--- config.mk ---
export PLATFORM = sky130hd
export DESIGN_NAME = instruction_encoder
export DESIGN_NICKNAME = d
export VERILOG_FILES = /design/src/rtl/instruction_encoder.sv
export SDC_FILE = /design/constraint.sdc
export NUM_CORES = 1
export LEC_CHECK = 0
export CAP_MARGIN = 30
export CORE_UTILIZATION = 44
export CTS_CLUSTER_DIAMETER = 150
export DETAILED_ROUTE_END_ITERATION = 8
export PLACE_DENSITY = 0.88
export SYNTH_ARGS = -nofsm -noshare
export SYNTH_HDL_FRONTEND = slang
export SYNTH_SLANG_ARGS = --single-unit
--- constraint.sdc ---
create_clock -name clk -period 2.41 [get_ports clk]
set_clock_uncertainty 0.2 [all_clocks]
set_input_delay 0.482 -clock clk [delete_from_list [all_inputs] [get_ports clk]]
set_output_delay 0.482 -clock clk [all_outputs]
set_load 0.02 [all_outputs]
--- src/rtl/instruction_encoder.sv ---
// rtl/instruction_encoder.sv - packs RV32 R/I/S/U fields into words and writes them sequentially into IMEM
module instruction_encoder #(
    parameter int DEPTH  = 64,
    parameter int ADDR_W = 6
) (
    input  logic              clk,
    input  logic              rst_n,
    input  logic              start,
    input  logic              finish,
    input  logic              in_valid,
    output logic              in_ready,
    input  logic [1:0]        fmt,
    input  logic [6:0]        opcode,
    input  logic [6:0]        func7,
    input  logic [2:0]        func3,
    input  logic [4:0]        rs1,
    input  logic [4:0]        rs2,
    input  logic [4:0]        rd,
    input  logic [19:0]       imm,
    output logic              imem_we,
    output logic [ADDR_W-1:0] imem_addr,
    output logic [31:0]       imem_wdata,
    output logic [ADDR_W:0]   count,
    output logic              full,
    output logic              done
);

    typedef enum logic [1:0] {
        S_IDLE = 2'd0,
        S_RUN  = 2'd1,
        S_DONE = 2'd2
    } state_t;

    localparam logic [ADDR_W:0]   DEPTH_C = (ADDR_W + 1)'(DEPTH);
    localparam logic [ADDR_W-1:0] LAST_C  = ADDR_W'(DEPTH - 1);

    state_t              state_q, state_d;
    logic [ADDR_W:0]     count_q, count_d;
    logic [ADDR_W-1:0]   ptr_q, ptr_d;
    logic                we_q, we_d;
    logic [ADDR_W-1:0]   addr_q, addr_d;
    logic [31:0]         wdata_q, wdata_d;
    logic [31:0]         enc;
    logic                xfer;

    assign full       = (count_q == DEPTH_C);
    assign in_ready   = (state_q == S_RUN) && !full && !finish;
    assign xfer       = in_valid && in_ready;
    assign done       = (state_q == S_DONE);
    assign count      = count_q;
    assign imem_we    = we_q;
    assign imem_addr  = addr_q;
    assign imem_wdata = wdata_q;

    always_comb begin
        enc = 32'd0;
        case (fmt)
            2'd0:    enc = {func7, rs2, rs1, func3, rd, opcode};
            2'd1:    enc = {imm[11:0], rs1, func3, rd, opcode};
            2'd2:    enc = {imm[11:5], rs2, rs1, func3, imm[4:0], opcode};
            default: enc = {imm[19:0], rd, opcode};
        endcase
    end

    always_comb begin
        state_d = state_q;
        count_d = count_q;
        ptr_d   = ptr_q;
        we_d    = 1'b0;
        addr_d  = addr_q;
        wdata_d = wdata_q;

        case (state_q)
            S_IDLE:  if (start) state_d = S_RUN;
            S_RUN: begin
                if (start)       state_d = S_RUN;
                else if (finish) state_d = S_DONE;
            end
            S_DONE:  if (start) state_d = S_RUN;
            default: state_d = S_IDLE;
        endcase

        // start takes priority and swallows any transfer seen on the same edge
        if (start) begin
            count_d = '0;
            ptr_d   = '0;
        end else if (xfer) begin
            we_d    = 1'b1;
            addr_d  = ptr_q;
            wdata_d = enc;
            count_d = count_q + 1'b1;
            ptr_d   = (ptr_q == LAST_C) ? ptr_q : ptr_q + 1'b1;
        end
    end

    always_ff @(posedge clk or negedge rst_n) begin
        if (!rst_n) begin
            state_q <= S_IDLE;
            count_q <= '0;
            ptr_q   <= '0;
            we_q    <= 1'b0;
            addr_q  <= '0;
            wdata_q <= '0;
        end else begin
            state_q <= state_d;
            count_q <= count_d;
            ptr_q   <= ptr_d;
            we_q    <= we_d;
            addr_q  <= addr_d;
            wdata_q <= wdata_d;
        end
    end

endmodule

==> metrics.txt <==
# TYPE chip_impl_metric gauge
chip_impl_metric{name="globalRouteOverflowTotal",unit=""} 0
chip_impl_metric{name="ioPinCount",unit=""} 108
chip_impl_metric{name="yosys_register_bits",unit=""} 54
chip_impl_metric{name="syn_to_final_growth",unit="%"} 53.4
chip_impl_metric{name="period_minus_slack",unit="ns"} 2.37
chip_impl_metric{name="final_nets",unit=""} 431
chip_impl_metric{name="num_vias",unit=""} 2386
chip_impl_metric{name="power_density",unit="nW/um^2"} 673
chip_impl_metric{name="synth-edff-count",unit=""} 0
chip_impl_metric{name="clkPwrFrac",unit="%"} 21.7
chip_impl_metric{name="diode_count",unit=""} 0
chip_impl_metric{name="critPathMaxFanout",unit=""} 2
chip_impl_metric{name="viasPerCell",unit=""} 5.36
chip_impl_info{name="critical-path-slowest-cell",value="sky130_fd_sc_hd__dfrtp_1"} 1
chip_impl_metric{name="wire_per_inst",unit="um"} 16.2
chip_impl_metric{name="max_cap_violations",unit=""} 0
chip_impl_metric{name="syn_inst",unit=""} 245
chip_impl_info{name="outcome",value="finished clean"} 1
chip_impl_metric{name="worst-endpoint-required",unit="ns"} 1.73
chip_impl_info{name="min-delay-path-class",value="flip-flop to flip-flop"} 1
chip_impl_metric{name="critical_path_buffer_and_inverter_count",unit=""} 2
chip_impl_metric{name="slew_headroom",unit="%"} 66.0
chip_impl_info{name="worst_path_dominant_cell_family",value="simple AND/OR/NAND/NOR gates"} 1
chip_impl_metric{name="clock_tree.htree_level_count",unit=""} 2
chip_impl_info{name="synth_top_cells_by_area",value="sky130_fd_sc_hd__dfrtp_1, sky130_fd_sc_hd__mux2i_1, sky130_fd_sc_hd__mux2_2, sky130_fd_sc_hd__a21oi_1, sky130_fd_sc_hd__nor2_1"} 1
chip_impl_metric{name="area.sequential",unit="um^2"} 1350
chip_impl_metric{name="finalHoldViolations",unit=""} 0
chip_impl_metric{name="timing.final.max_slew_violations",unit=""} 0
chip_impl_metric{name="ys_types",unit=""} 39
chip_impl_info{name="synthMostInstantiatedCell",value="sky130_fd_sc_hd__dfrtp_1"} 1
chip_impl_metric{name="ctsLongestPathBuffers",unit=""} 2
chip_impl_metric{name="detail_route.drc_violations",unit=""} 0
chip_impl_info{name="synth.cells.most_frequent",value="sky130_fd_sc_hd__dfrtp_1, sky130_fd_sc_hd__a21oi_1, sky130_fd_sc_hd__mux2i_1, sky130_fd_sc_hd__nor2_1, sky130_fd_sc_hd__mux2_2"} 1
chip_impl_metric{name="chipHeight",unit="um"} 80.8
chip_impl_metric{name="synth_fp_nets",unit=""} 307
chip_impl_metric{name="clock_sinks",unit=""} 54
chip_impl_info{name="yosys.area.top_type",value="sky130_fd_sc_hd__dfrtp_1"} 1
chip_impl_metric{name="number_of_global_route_vias_before_repair",unit=""} 2316
chip_impl_info{name="ys.flop_type",value="sky130_fd_sc_hd__dfrtp_1"} 1
chip_impl_metric{name="initialDrtViolationCount",unit=""} 98
chip_impl_metric{name="std_cell_rows",unit=""} 28
chip_impl_metric{name="io_buffers",unit=""} 107
chip_impl_metric{name="grt_max_degree",unit=""} 35
chip_impl_metric{name="wl",unit="mm"} 7.22
chip_impl_metric{name="clock.fmax",unit="MHz"} 422
chip_impl_metric{name="clk-insertion-delay-late",unit="ns"} 0.30
chip_impl_metric{name="max-vdd-ir-drop",unit="mV"} 0.403
chip_impl_metric{name="fillCellCount",unit=""} 454
chip_impl_metric{name="worstMarginPinSlew",unit="ns"} 0.510
chip_impl_metric{name="core_area",unit="um^2"} 5960
chip_impl_metric{name="initial_core_util",unit="%"} 45.8
chip_impl_metric{name="yosysWarnings",unit=""} 0
chip_impl_metric{name="wire_length_of_the_first_global_routing_pass",unit="mm"} 10.8
chip_impl_metric{name="dp_slack",unit="ns"} -0.111
chip_impl_metric{name="globalRouteTotalUtil",unit="%"} 21.9
chip_impl_info{name="critical_path.endpoint_type",value="output port"} 1
chip_impl_metric{name="power_leakage",unit="nW"} 1.81
chip_impl_metric{name="synthesized_cell_area",unit="um^2"} 2730
chip_impl_metric{name="antenna_violating_nets_post_route",unit=""} 0
chip_impl_metric{name="power.combinational.fraction",unit="%"} 36.5
chip_impl_metric{name="net-switching-power",unit="mW"} 0.872
chip_impl_metric{name="cts_inserted_buffers",unit=""} 5
chip_impl_metric{name="post-dp-hpwl",unit="mm"} 5.47
chip_impl_metric{name="die_area",unit="um^2"} 6520
chip_impl_metric{name="seq_power_share",unit="%"} 41.8
chip_impl_metric{name="area_taken_by_multi_input_logic_gates",unit="um^2"} 1320
chip_impl_metric{name="crit_arrival",unit="ns"} 1.69
chip_impl_metric{name="place_congestion",unit=""} 0.801
chip_impl_info{name="ctsRootBufferMaster",value="sky130_fd_sc_hd__clkbuf_8"} 1
chip_impl_info{name="cp_cell_sequence",value="inv_2, ha_4, and4bb_4, and2_4, nor4b_4, buf_4"} 1
chip_impl_metric{name="post_route_cells_drive_above_1_share",unit="%"} 17.3
chip_impl_metric{name="synthArstFlopShare",unit="%"} 100
chip_impl_metric{name="synth-seq-area-share",unit="%"} 49.5
chip_impl_metric{name="worst_path_largest_cell_delay",unit="ns"} 0.40
chip_impl_metric{name="fin_ws",unit="ns"} 0.0404
chip_impl_metric{name="chipWidth",unit="um"} 80.8
chip_impl_metric{name="synth_area_per_cell",unit="um^2"} 11.1
chip_impl_metric{name="synth_top_area_share",unit="%"} 49.5
chip_impl_metric{name="p_sw_share",unit="%"} 31.0
chip_impl_info{name="tritoncts_clock_tree",value="done"} 1
chip_impl_metric{name="intPower",unit="mW"} 1.94
chip_impl_metric{name="final.period_utilization",unit="%"} 98.3
chip_impl_metric{name="number_of_search_and_repair_iterations_in_the_first_detailed_routing_pass",unit=""} 4
chip_impl_metric{name="post-layout-total-power",unit="mW"} 2.82
chip_impl_metric{name="grt_antenna_before_repair",unit=""} 0
chip_impl_metric{name="final-setup-viol-count",unit=""} 0
chip_impl_info{name="critPathKind",value="flip-flop to output port"} 1
chip_impl_info{name="worstSetupStartpointType",value="flip-flop"} 1
chip_impl_metric{name="path_clk_slew",unit="ns"} 0.10
[power by group through the flow]
stage               clock (mW)  combinational (mW)  sequential [mW]
CTS                      0.628                1.03             1.18
global route             0.660                1.09             1.20
detailed placement           0                1.02             1.20
global placement             0                1.00             1.19
floorplan                    0               0.253             1.40
finish                   0.611                1.03             1.18
[metrics by stage]
step | std cells | setup TNS (ns) | area (um^2) | utilization, % | hold WS, ns
floorplan | 245 | 0 | 2740 | - | -0.0136
global placement | 432 | -0.667 | 4010 | 67.4 | 0.271
detailed placement | 432 | -2.27 | 4010 | 67.4 | 0.281
CTS | 442 | 0 | 4140 | 69.5 | 0.318
global route | 445 | -0.0492 | 4190 | 70.3 | 0.338
finish | 445 | 0 | 4190 | 70.3 | 0.311
[kinds of logic (layout without fill, tap and decap cells)]
logic type | count (synthesis) | count (layout) | share of synthesized area (%)
buffers and inverters | 19 | 144 | 3.35
flip-flops | 54 | 54 | 49.5
adder cells (fa/ha/maj) | 3 | 3 | 1.38
XOR/XNOR | 4 | 4 | 1.28
AND/OR/NAND/NOR | 61 | 61 | 12.1
multiplexers | 52 | 52 | 20.2
AO/OA/AOI/OAI | 52 | 52 | 12.1
[per-layer routing]
metal  wire, um  share of wire (%)  GRT usage (%)
met5          0                  0              0
met4        207                2.9           9.29
met3        551                7.6           4.38
met2       3510                 49           39.1
met1       2950                 41           25.4
[worst register-to-register path, cell delays in order, from the launching register on]
cell and delay [ns]:
sky130_fd_sc_hd__dfrtp_1 0.40, sky130_fd_sc_hd__inv_2 0.07, sky130_fd_sc_hd__ha_4 0.15, sky130_fd_sc_hd__and4bb_4 0.18, sky130_fd_sc_hd__buf_4 0.14, sky130_fd_sc_hd__a21o_4 0.21, sky130_fd_sc_hd__buf_4 0.16, sky130_fd_sc_hd__or3_1 0.36
sky130_fd_sc_hd__a21oi_1 0.17
[cells in the final DEF, fill, tap and decap left out, drive strengths merged, types with 3 or more instances in the layout]
cell | netlist | routed
clkdlybuf4s50 | 0 | 104
dfrtp | 54 | 54
a21oi | 31 | 31
nor2 | 27 | 27
mux2i | 27 | 27
mux2 | 25 | 25
buf | 9 | 24
nor2b | 9 | 9
a211oi | 8 | 8
inv | 6 | 6
nand3 | 5 | 5
nand2 | 5 | 5
clkbuf | 4 | 5
xor2 | 3 | 3
o21ai | 3 | 3
or3 | 3 | 3
ha | 3 | 3
[flip-flops by register name, summed over array words and instances, names as in the netlist]
name	cells
state_q	2
imem_we	1
count	7
imem_addr	6
ptr_q	6
imem_wdata	32
[final timing paths]
| kind | start | slack, ns | cells past startpoint | to |
|---|---|---|---|---|
| worst max-delay path | count[0] | 0.04 | 6 | in_ready |
| worst min-delay path | imem_addr[3] | 0.31 | 1 | imem_addr[3] |
| worst max register to register | count[0] | 0.28 | 8 | ptr_q[3] |
| worst min register to register | imem_addr[3] | 0.31 | 1 | imem_addr[3] |
| max in group asynchronous | rst_n | 0.99 | 3 | imem_wdata[25] |
| min in group asynchronous | rst_n | 0.47 | 2 | count[3] |
[final cells by class]
cell class	instances	share of cell area, %
sequential	54	32.3
multi-input combinational	172	31.5
timing repair buffer	130	30.8
tap	75	2.24
clock buffer	5	1.64
clock inverter	3	1.08
inverter	6	0.538
[repair_timing]
item                                   CTS  global route
setup endpoints to repair                2             2
endpoints found under the hold margin   20             0
gates resized for setup                  6             7
pin swaps                                0             1
setup buffers                            1             3
hold buffers                             1             0
Power figures use the tool's default switching activity.
